`config.mk`:
```
export PLATFORM = sky130hd
export DESIGN_NAME = multicycle_ctrl
export DESIGN_NICKNAME = d
export VERILOG_FILES = /design/src/rtl/ctrl_pkg.sv /design/src/rtl/multicycle_ctrl.sv
export SDC_FILE = /design/constraint.sdc
export NUM_CORES = 1
export LEC_CHECK = 0
export CORE_MARGIN = 2
export CORE_UTILIZATION = 44
export DETAILED_ROUTE_END_ITERATION = 8
export PLACE_DENSITY = 0.76
export SLEW_MARGIN = 20
export SYNTH_ARGS = -nofsm -noshare
export SYNTH_HDL_FRONTEND = slang
export SYNTH_SLANG_ARGS = --single-unit
export TNS_END_PERCENT = 1
```
`constraint.sdc`:
```
create_clock -name clk -period 2 [get_ports clk]
set_clock_uncertainty 0.2 [all_clocks]
set_input_delay 0.3 -clock clk [delete_from_list [all_inputs] [get_ports clk]]
set_output_delay 0.3 -clock clk [all_outputs]
set_load 0.02 [all_outputs]
```
`src/rtl/ctrl_pkg.sv`:
```
// Shared types and encodings for the multi-cycle sequencer and its datapath.
package ctrl_pkg;

   // Sequencer states; one instruction walks FETCH -> DECODE -> EXEC -> WB.
   typedef enum logic [2:0] {
      S_IDLE,
      S_FETCH,
      S_DECODE,
      S_EXEC,
      S_WB,
      S_HALT
   } state_t;

   // Opcodes the sequencer understands; everything else is skipped as illegal.
   localparam logic [5:0] OP_RTYPE = 6'h00;
   localparam logic [5:0] OP_HALT  = 6'h3F;

   // ALUOp encodings shared with Control/ALUcontrol.
   localparam logic [5:0] ALUOP_NOP   = 6'h00;
   localparam logic [5:0] ALUOP_RTYPE = 6'h02;

   // True for opcodes that are neither R-type nor HALT.
   function automatic logic is_illegal_op(input logic [5:0] op);
      return (op != OP_RTYPE) && (op != OP_HALT);
   endfunction

endpackage

```
`src/rtl/multicycle_ctrl.sv`:
```
// Multi-cycle fetch/decode/execute/writeback sequencer for the TOP datapath.
// Drives the fetch handshake, IR/PC/RF write strobes and ALUOp, and tracks
// halt, illegal-opcode and fetch-timeout conditions.
module multicycle_ctrl
   import ctrl_pkg::*;
#(
   parameter int CNT_W       = 32,
   parameter int ACK_TIMEOUT = 16
) (
   input  logic             clk,
   input  logic             rst,
   input  logic             run,
   output logic             imem_req,
   input  logic             imem_ack,
   input  logic [5:0]       opcode,
   output logic             ir_we,
   output logic             pc_we,
   output logic             rf_we,
   output logic [5:0]       alu_op,
   output logic             busy,
   output logic             halted,
   output logic             illegal,
   output logic             fetch_err,
   output logic [CNT_W-1:0] retired
);

   // Counter wide enough to hold ACK_TIMEOUT; the last FETCH cycle allowed
   // without an ack is the one where the counter equals ACK_TIMEOUT-1.
   localparam int TW = (ACK_TIMEOUT > 1) ? $clog2(ACK_TIMEOUT + 1) : 1;
   localparam logic [TW-1:0] TMO_LAST = TW'(ACK_TIMEOUT - 1);

   state_t        state;
   state_t        next_state;
   logic [TW-1:0] tmo_cnt;
   logic          fetch_expire;
   logic          decode_illegal;

   assign fetch_expire   = (state == S_FETCH) && !imem_ack && (tmo_cnt == TMO_LAST);
   assign decode_illegal = (state == S_DECODE) && is_illegal_op(opcode);

   // State register; reset always returns to IDLE.
   always_ff @(posedge clk) begin
      if (rst) state <= S_IDLE;
      else     state <= next_state;
   end

   // Next-state decode; run is only consulted in IDLE and at instruction end.
   always_comb begin
      next_state = state;
      case (state)
         S_IDLE:   if (run) next_state = S_FETCH;
         S_FETCH: begin
            if (imem_ack)          next_state = S_DECODE;
            else if (fetch_expire) next_state = S_HALT;
         end
         S_DECODE: begin
            if (opcode == OP_RTYPE)     next_state = S_EXEC;
            else if (opcode == OP_HALT) next_state = S_HALT;
            else                        next_state = run ? S_FETCH : S_IDLE;
         end
         S_EXEC:   next_state = S_WB;
         S_WB:     next_state = run ? S_FETCH : S_IDLE;
         S_HALT:   next_state = S_HALT;
         default:  next_state = S_IDLE;
      endcase
   end

   // Moore strobes decoded from state; ir_we alone also looks at imem_ack.
   always_comb begin
      imem_req = (state == S_FETCH);
      ir_we    = (state == S_FETCH) && imem_ack;
      pc_we    = (state == S_WB) || decode_illegal;
      rf_we    = (state == S_WB);
      alu_op   = ALUOP_NOP;
      if ((state == S_EXEC) || (state == S_WB)) alu_op = ALUOP_RTYPE;
      busy     = (state != S_IDLE) && (state != S_HALT);
      halted   = (state == S_HALT);
   end

   // Fetch wait counter: counts unanswered FETCH cycles, clears otherwise.
   always_ff @(posedge clk) begin
      if (rst)                                                       tmo_cnt <= '0;
      else if ((state == S_FETCH) && !imem_ack && (tmo_cnt != TMO_LAST)) tmo_cnt <= tmo_cnt + 1'b1;
      else                                                           tmo_cnt <= '0;
   end

   // Sticky fault flags and the retired R-type counter (wraps naturally).
   always_ff @(posedge clk) begin
      if (rst) begin
         illegal   <= 1'b0;
         fetch_err <= 1'b0;
         retired   <= '0;
      end else begin
         if (decode_illegal)   illegal   <= 1'b1;
         if (fetch_expire)     fetch_err <= 1'b1;
         if (state == S_WB)    retired   <= retired + 1'b1;
      end
   end

endmodule
```
; ---- Word level (Yosys, flattened, before mapping)
; Index checks and enable logic that the tools add are counted.
[word_totals]
register_bits = 42
input_bits = 10
out_inout_bits = 46
word_cells = 44
[op_classes]
add_sub_neg = 2
eq_ne = 12
muxes = 8
bitwise = 1
reduce_logical = 16
[ops]
columns = operator, count
row1 = $add A32 B1 Y32 const B, 1
row2 = $pmux W3 S6, 1
row3 = $mux W3, 5
row4 = $logic_and A1 B1 Y1, 7
row5 = $eq A3 B2 Y1 const B, 2
row6 = $eq A3 B3 Y1 const B, 2
row7 = $eq A6 B6 Y1 const B, 1
row8 = $logic_not A6 Y1, 1
row9 = $ne A6 B6 Y1 const B, 1
row10 = $reduce_bool A6 Y1, 1
row11 = $add A5 B1 Y5 const B, 1
row12 = $eq A5 B4 Y1 const B, 1
row13 = $ne A5 B4 Y1 const B, 1
row14 = $eq A3 B1 Y1 const B, 1
row15 = $logic_not A3 Y1, 1
row16 = $ne A3 B1 Y1 const B, 1
row17 = $ne A3 B3 Y1 const B, 1
row18 = $reduce_bool A3 Y1, 1
row19 = $logic_or A1 B1 Y1, 2
row20 = $mux W2, 1
row21 = $ne A2 B2 Y1 const B, 1
row22 = $reduce_and A2 Y1, 1
row23 = $reduce_or A2 Y1, 1
row24 = $logic_not A1 Y1, 1
row25 = other kinds (2), 2

; ---- Logic depth before layout (Yosys ltp)
; Gate-level depths: netlist of run 1.
[depth]
depth_word = 6
ltp_mapped = 7
depth_no_buf = 7

; ---- Worst setup path before layout of run 1
; No wires, ideal clock.
[synth_timing]
path_type = flip-flop to flip-flop
from = reg retired[0]
to = reg retired[30]
setup_ns = 0.070
arrival_ns = 1.874
required_ns = 1.730
setup_slack_ns = -0.144
path_stages_with_launch = 7
path_buffers = 1
synth_period_minus_slack_ns = 2.144
cell_sequence = dfxtp_1 > ha_1 > and3_1 > clkbuf_1 > nand4_1 > or4_1 > a21oi_1
[synth_between]
elab_chain_cells = 1
[synth_rtl]
columns = element, line_no
row1 = from (decl), multicycle_ctrl.sv:24  ; output logic [CNT_W-1:0] retired
row2 = from (signal assigned), multicycle_ctrl.sv:96  ; if (state == S_WB) retired <= retired + 1'b1;
row3 = $add A32 B1 Y32, multicycle_ctrl.sv:96
; Every way passes these cells.
; A chain may end at the register's enable or synchronous reset.

; ---- Final worst setup path of run 1
[layout_timing]
from = in opcode[5]
to = out pc_we
[layout_between]
elab_chain_cells = 4
word_cells_on_any_way = 5
classes_between = 1 x eq/ne / 4 x reduce/logical
[layout_rtl]
columns = element, line_no
row1 = from (decl), multicycle_ctrl.sv:15  ; input logic [5:0] opcode,
row2 = $ne A6 B6 Y1 / $reduce_bool A6 Y1 (equally long branches), ctrl_pkg.sv:24  ; return (op != OP_RTYPE) && (op != OP_HALT);
row3 = $logic_and A1 B1 Y1 *, ctrl_pkg.sv:24
row4 = $logic_and A1 B1 Y1 *, multicycle_ctrl.sv:39  ; assign decode_illegal = (state == S_DECODE) && is_illegal_op(opcode);
row5 = $logic_or A1 B1 Y1 *, multicycle_ctrl.sv:72  ; pc_we = (state == S_WB) || decode_illegal;
row6 = to (decl), multicycle_ctrl.sv:17  ; output logic pc_we,
; Mark *: on every way between the ends. The rest lies on a longest branch, timed or not.

==> metrics.md, run 1 <==
| Metric | Value |
|---|---|
| Die Width | `about 73 um` |
| Max Cap Violations | `0` |
| Final core occ | `69.1%` |
| Hold WC Path Type | `flip-flop to flip-flop` |
| R2r worst-path depth | `7` |
| Hold-critical path depth | `1` |
| Final worst setup slack | `-0.0371 ns` |
| Setup violators final | `1` |
| Period utilisation layout | `102%` |
| Pwr dens | `563 mW/mm^2` |
| Run status | `finished with violations` |
| Yosys warning count | `0` |
| Mapped Area | `~0.0021 mm^2` |
| GRT overflow | `0` |
| Req. time, crit path | `approximately 1.5 ns` |
| CTS tree | `yes` |
| R2r startpoint | `state[1]` |
| Post-synth EDFFs | `0` |
| Post-DP HPWL | `3.75 mm` |
| Initial antenna violation count | `0` |
| Post-DR vias/cell | `between 5 and 6` |
| Largest net degree at the start of global routing | `43` |
| Mapped Cells | `253` |
| Most common cell after layout, fill and taps aside | `buf_4` |
| Vias in the first global route | `between 1500 and 2000` |
| CTS clk-pin slew, worst paths | `0.07 ns` |
| Highest clock rate | `approximately 490 MHz` |
| Die ar. | `roughly 0.0054 mm^2` |
| Routed vias | `2225` |
| Hold buffers post-CTS | `0` |
| Hold worst-path end | `tmo_cnt[0]` |
| Row count | `25` |
| DR iter-0 viols | `91` |
| Post-route ant nets | `0` |
| Syn_area_per_cell | `8.40 um^2` |
| Synth Flop Type | `dfxtp_1` |
| Yosys reg bits | `42` |
| Worst EP arrival | `1.54 ns` |
| Pre-CTS WS | `-0.710 ns` |
| Filler Cell Count | `366` |
| Overall Global Routing Usage | `around a fifth` |
| Proportion of layout cells with a drive suffix above 1 | `29.4%` |
| Clock Tree Buf Depth | `2` |
| Core Area | `0.00469 mm^2` |
| Sequential area share after synthesis | `39.6%` |
| CTS Sinks | `42` |
| PortBufs | `50` |
| Min cycle time layout | `roughly 2.0 ns` |
| Setup crit end kind | `output port` |
| Crit path kind | `primary input to output port` |
| IO Pins | `56` |
| Starting Density | `45.3%` |
| Async set-reset flop share out of synthesis | `0%` |
| First-pass GRT wire length | `approximately 8.5 mm` |
| First-pass DRT Iterations | `4` |
| Die Y | `73.5 um` |
| H-tree levels | `2` |
| Final Hold Viols | `0` |
| Hold path start | `tmo_cnt[0]` |
| Final WL | `5.77 mm` |
| TritonCTS buffer count | `5` |
| Leak Pwr | `1.25 nW` |
| Worst IR drop on VDD | `0.386 mV` |
| Clk_lat worst skew | `0.30 ns` |
| DR DRC count | `0` |
| Antenna Cells | `0` |
| Reg2reg end | `retired[21]` |
| Slew Limit Fails | `0` |
| Area Overhead vs Synth | `52.7%` |
| Overall power | `approximately 1.8 mW` |
| Final #Nets | `356` |
| Routed wire per std cell | `14.5 um` |
| Routability Congestion | `0.760` |
| Failing checks | `setup timing` |
| Startpoint types | `primary input` |
| Critical path fanouts, max | `2` |
| Most frequent cells in the layout | `buf_4 (40), dfxtp_1 (37), clkdlybuf4s50_1 (37)` |
| Yosys cell types | `35` |
| RSZ-0062 raised after global routing | `true` |
| R2R setup slack | `0.01 ns` |
| Clock root buffer | `clkbuf_8` |
[kinds of logic after synthesis]
group	synth area share, %
other	0.177
buffers and inverters	6.01
adder cells (fa/ha/maj)	1.77
multiplexers	3.59
AND/OR/NAND/NOR	30.9
AO/OA/AOI/OAI	12.6
XOR/XNOR	5.36
flip-flops	39.6
[worst max-delay path, stage by stage]
cell             delay [ns]
clkdlybuf4s15_2        0.19
or4_4                  0.49
nor3_4                 0.20
or3b_4                 0.14
a21oi_1                0.05
buf_4                  0.15
[layer usage]
| layer | share of wire [%] | wire length [um] | track usage (%) |
|---|---|---|---|
| met3 | 4.1 | 235 | 4.25 |
| met4 | 1.9 | 111 | 6.87 |
| met5 | 0 | 0 | 0 |
| met1 | 43 | 2500 | 24.8 |
| met2 | 51 | 2920 | 34.2 |
[stage by stage]
step	instance area [um^2]	hold WS (ns)	instances	setup TNS (ns)
2_1_floorplan	2140	0.218	257	-0.00327
3_3_place_gp	2940	0.234	384	-1.02
3_5_place_dp	2940	0.238	384	-1.49
4_1_cts	3110	0.255	393	-0.158
5_1_grt	3240	0.267	398	-0.616
6_report	3240	0.256	398	-0.0371
[worst max-delay path by stage]
| stage | end | cells past startpoint | start | slack (ns) |
|---|---|---|---|---|
| floorplan | retired[25] | 5 | retired[12] | -0.0008 |
| finish | pc_we | 6 | opcode[5] | -0.04 |
| global route | retired[24] | 7 | state[1] | -0.08 |
| CTS | imem_req | 4 | state[1] | -0.12 |
| global placement | pc_we | 6 | opcode[2] | -0.65 |
| detailed placement | pc_we | 6 | opcode[2] | -0.71 |
[flip-flops by register name, indices dropped and copies added, names as in the netlist]
register and cells:
illegal 1, tmo_cnt 5, state 3, retired 32
fetch_err 1
[where the power goes]
group | switching (mW) | leakage, nW | total [mW] | internal, mW
Clock | 0.294 | 0.0714 | 0.826 | 0.532
Sequential | 0.00685 | 0.341 | 0.849 | 0.842
Combinational | 0.0831 | 0.838 | 0.150 | 0.0669
[synthesized netlist by cell type (2+ instances only)]
master	instances	share of area, %
and2_1	3	0.88
nand2b_1	2	0.59
and4_1	5	2.1
inv_1	8	1.4
xor2_1	9	3.7
o21ai_0	5	1.2
or3_1	3	0.88
nand4_1	13	3.8
nand3_1	10	2.4
nor2b_1	6	1.8
nor4_1	5	1.5
mux2i_1	2	0.94
buf_1	2	0.35
buf_2	3	0.71
nor3_1	2	0.47
or3b_2	2	0.82
nand2_1	13	2.3
mux2_2	5	2.6
o31ai_1	14	4.9
ha_1	3	1.8
xnor2_1	4	1.6
dfxtp_1	42	40
a21oi_1	23	5.4
nor2_1	27	4.8
buf_4	6	2.1
or4_1	14	4.9
and3_1	7	2.1
clkbuf_1	8	1.4
[final cells by class]
class                   instances  area (um^2)  share of cell area, %
clock buffers                   6         82.6                   2.55
clock inverters                 2         60.1                   1.85
inverters                       8         30.0                  0.926
multi-input cells             188         1290                   39.7
flip-flops and latches         42          847                   26.1
well taps                      54         67.6                   2.08
repair buffers                 98          867                   26.7
[repair_timing]
item                       in CTS  in global routing
buffers inserted                1                  4
gates resized for setup        48                 30
setup endpoints to repair      22                 20
cloned                          0                  1
pin swaps                       9                  9
hold endpoints to repair        0                  0
Note: power is estimated with default switching activity, not from simulation.
==> run 2, diff against run 1 <==
GPL_ROUTABILITY_DRIVEN = 0   (was unset)
==> results of run 2 <==
No change in the layout: final DEF, timing and power equal those of run 1.
==> run 3, diff against run 2 <==
CTS_CLUSTER_DIAMETER = 200   (was unset)
==> results of run 3 <==
No change in the layout: final DEF, timing and power equal those of run 1.
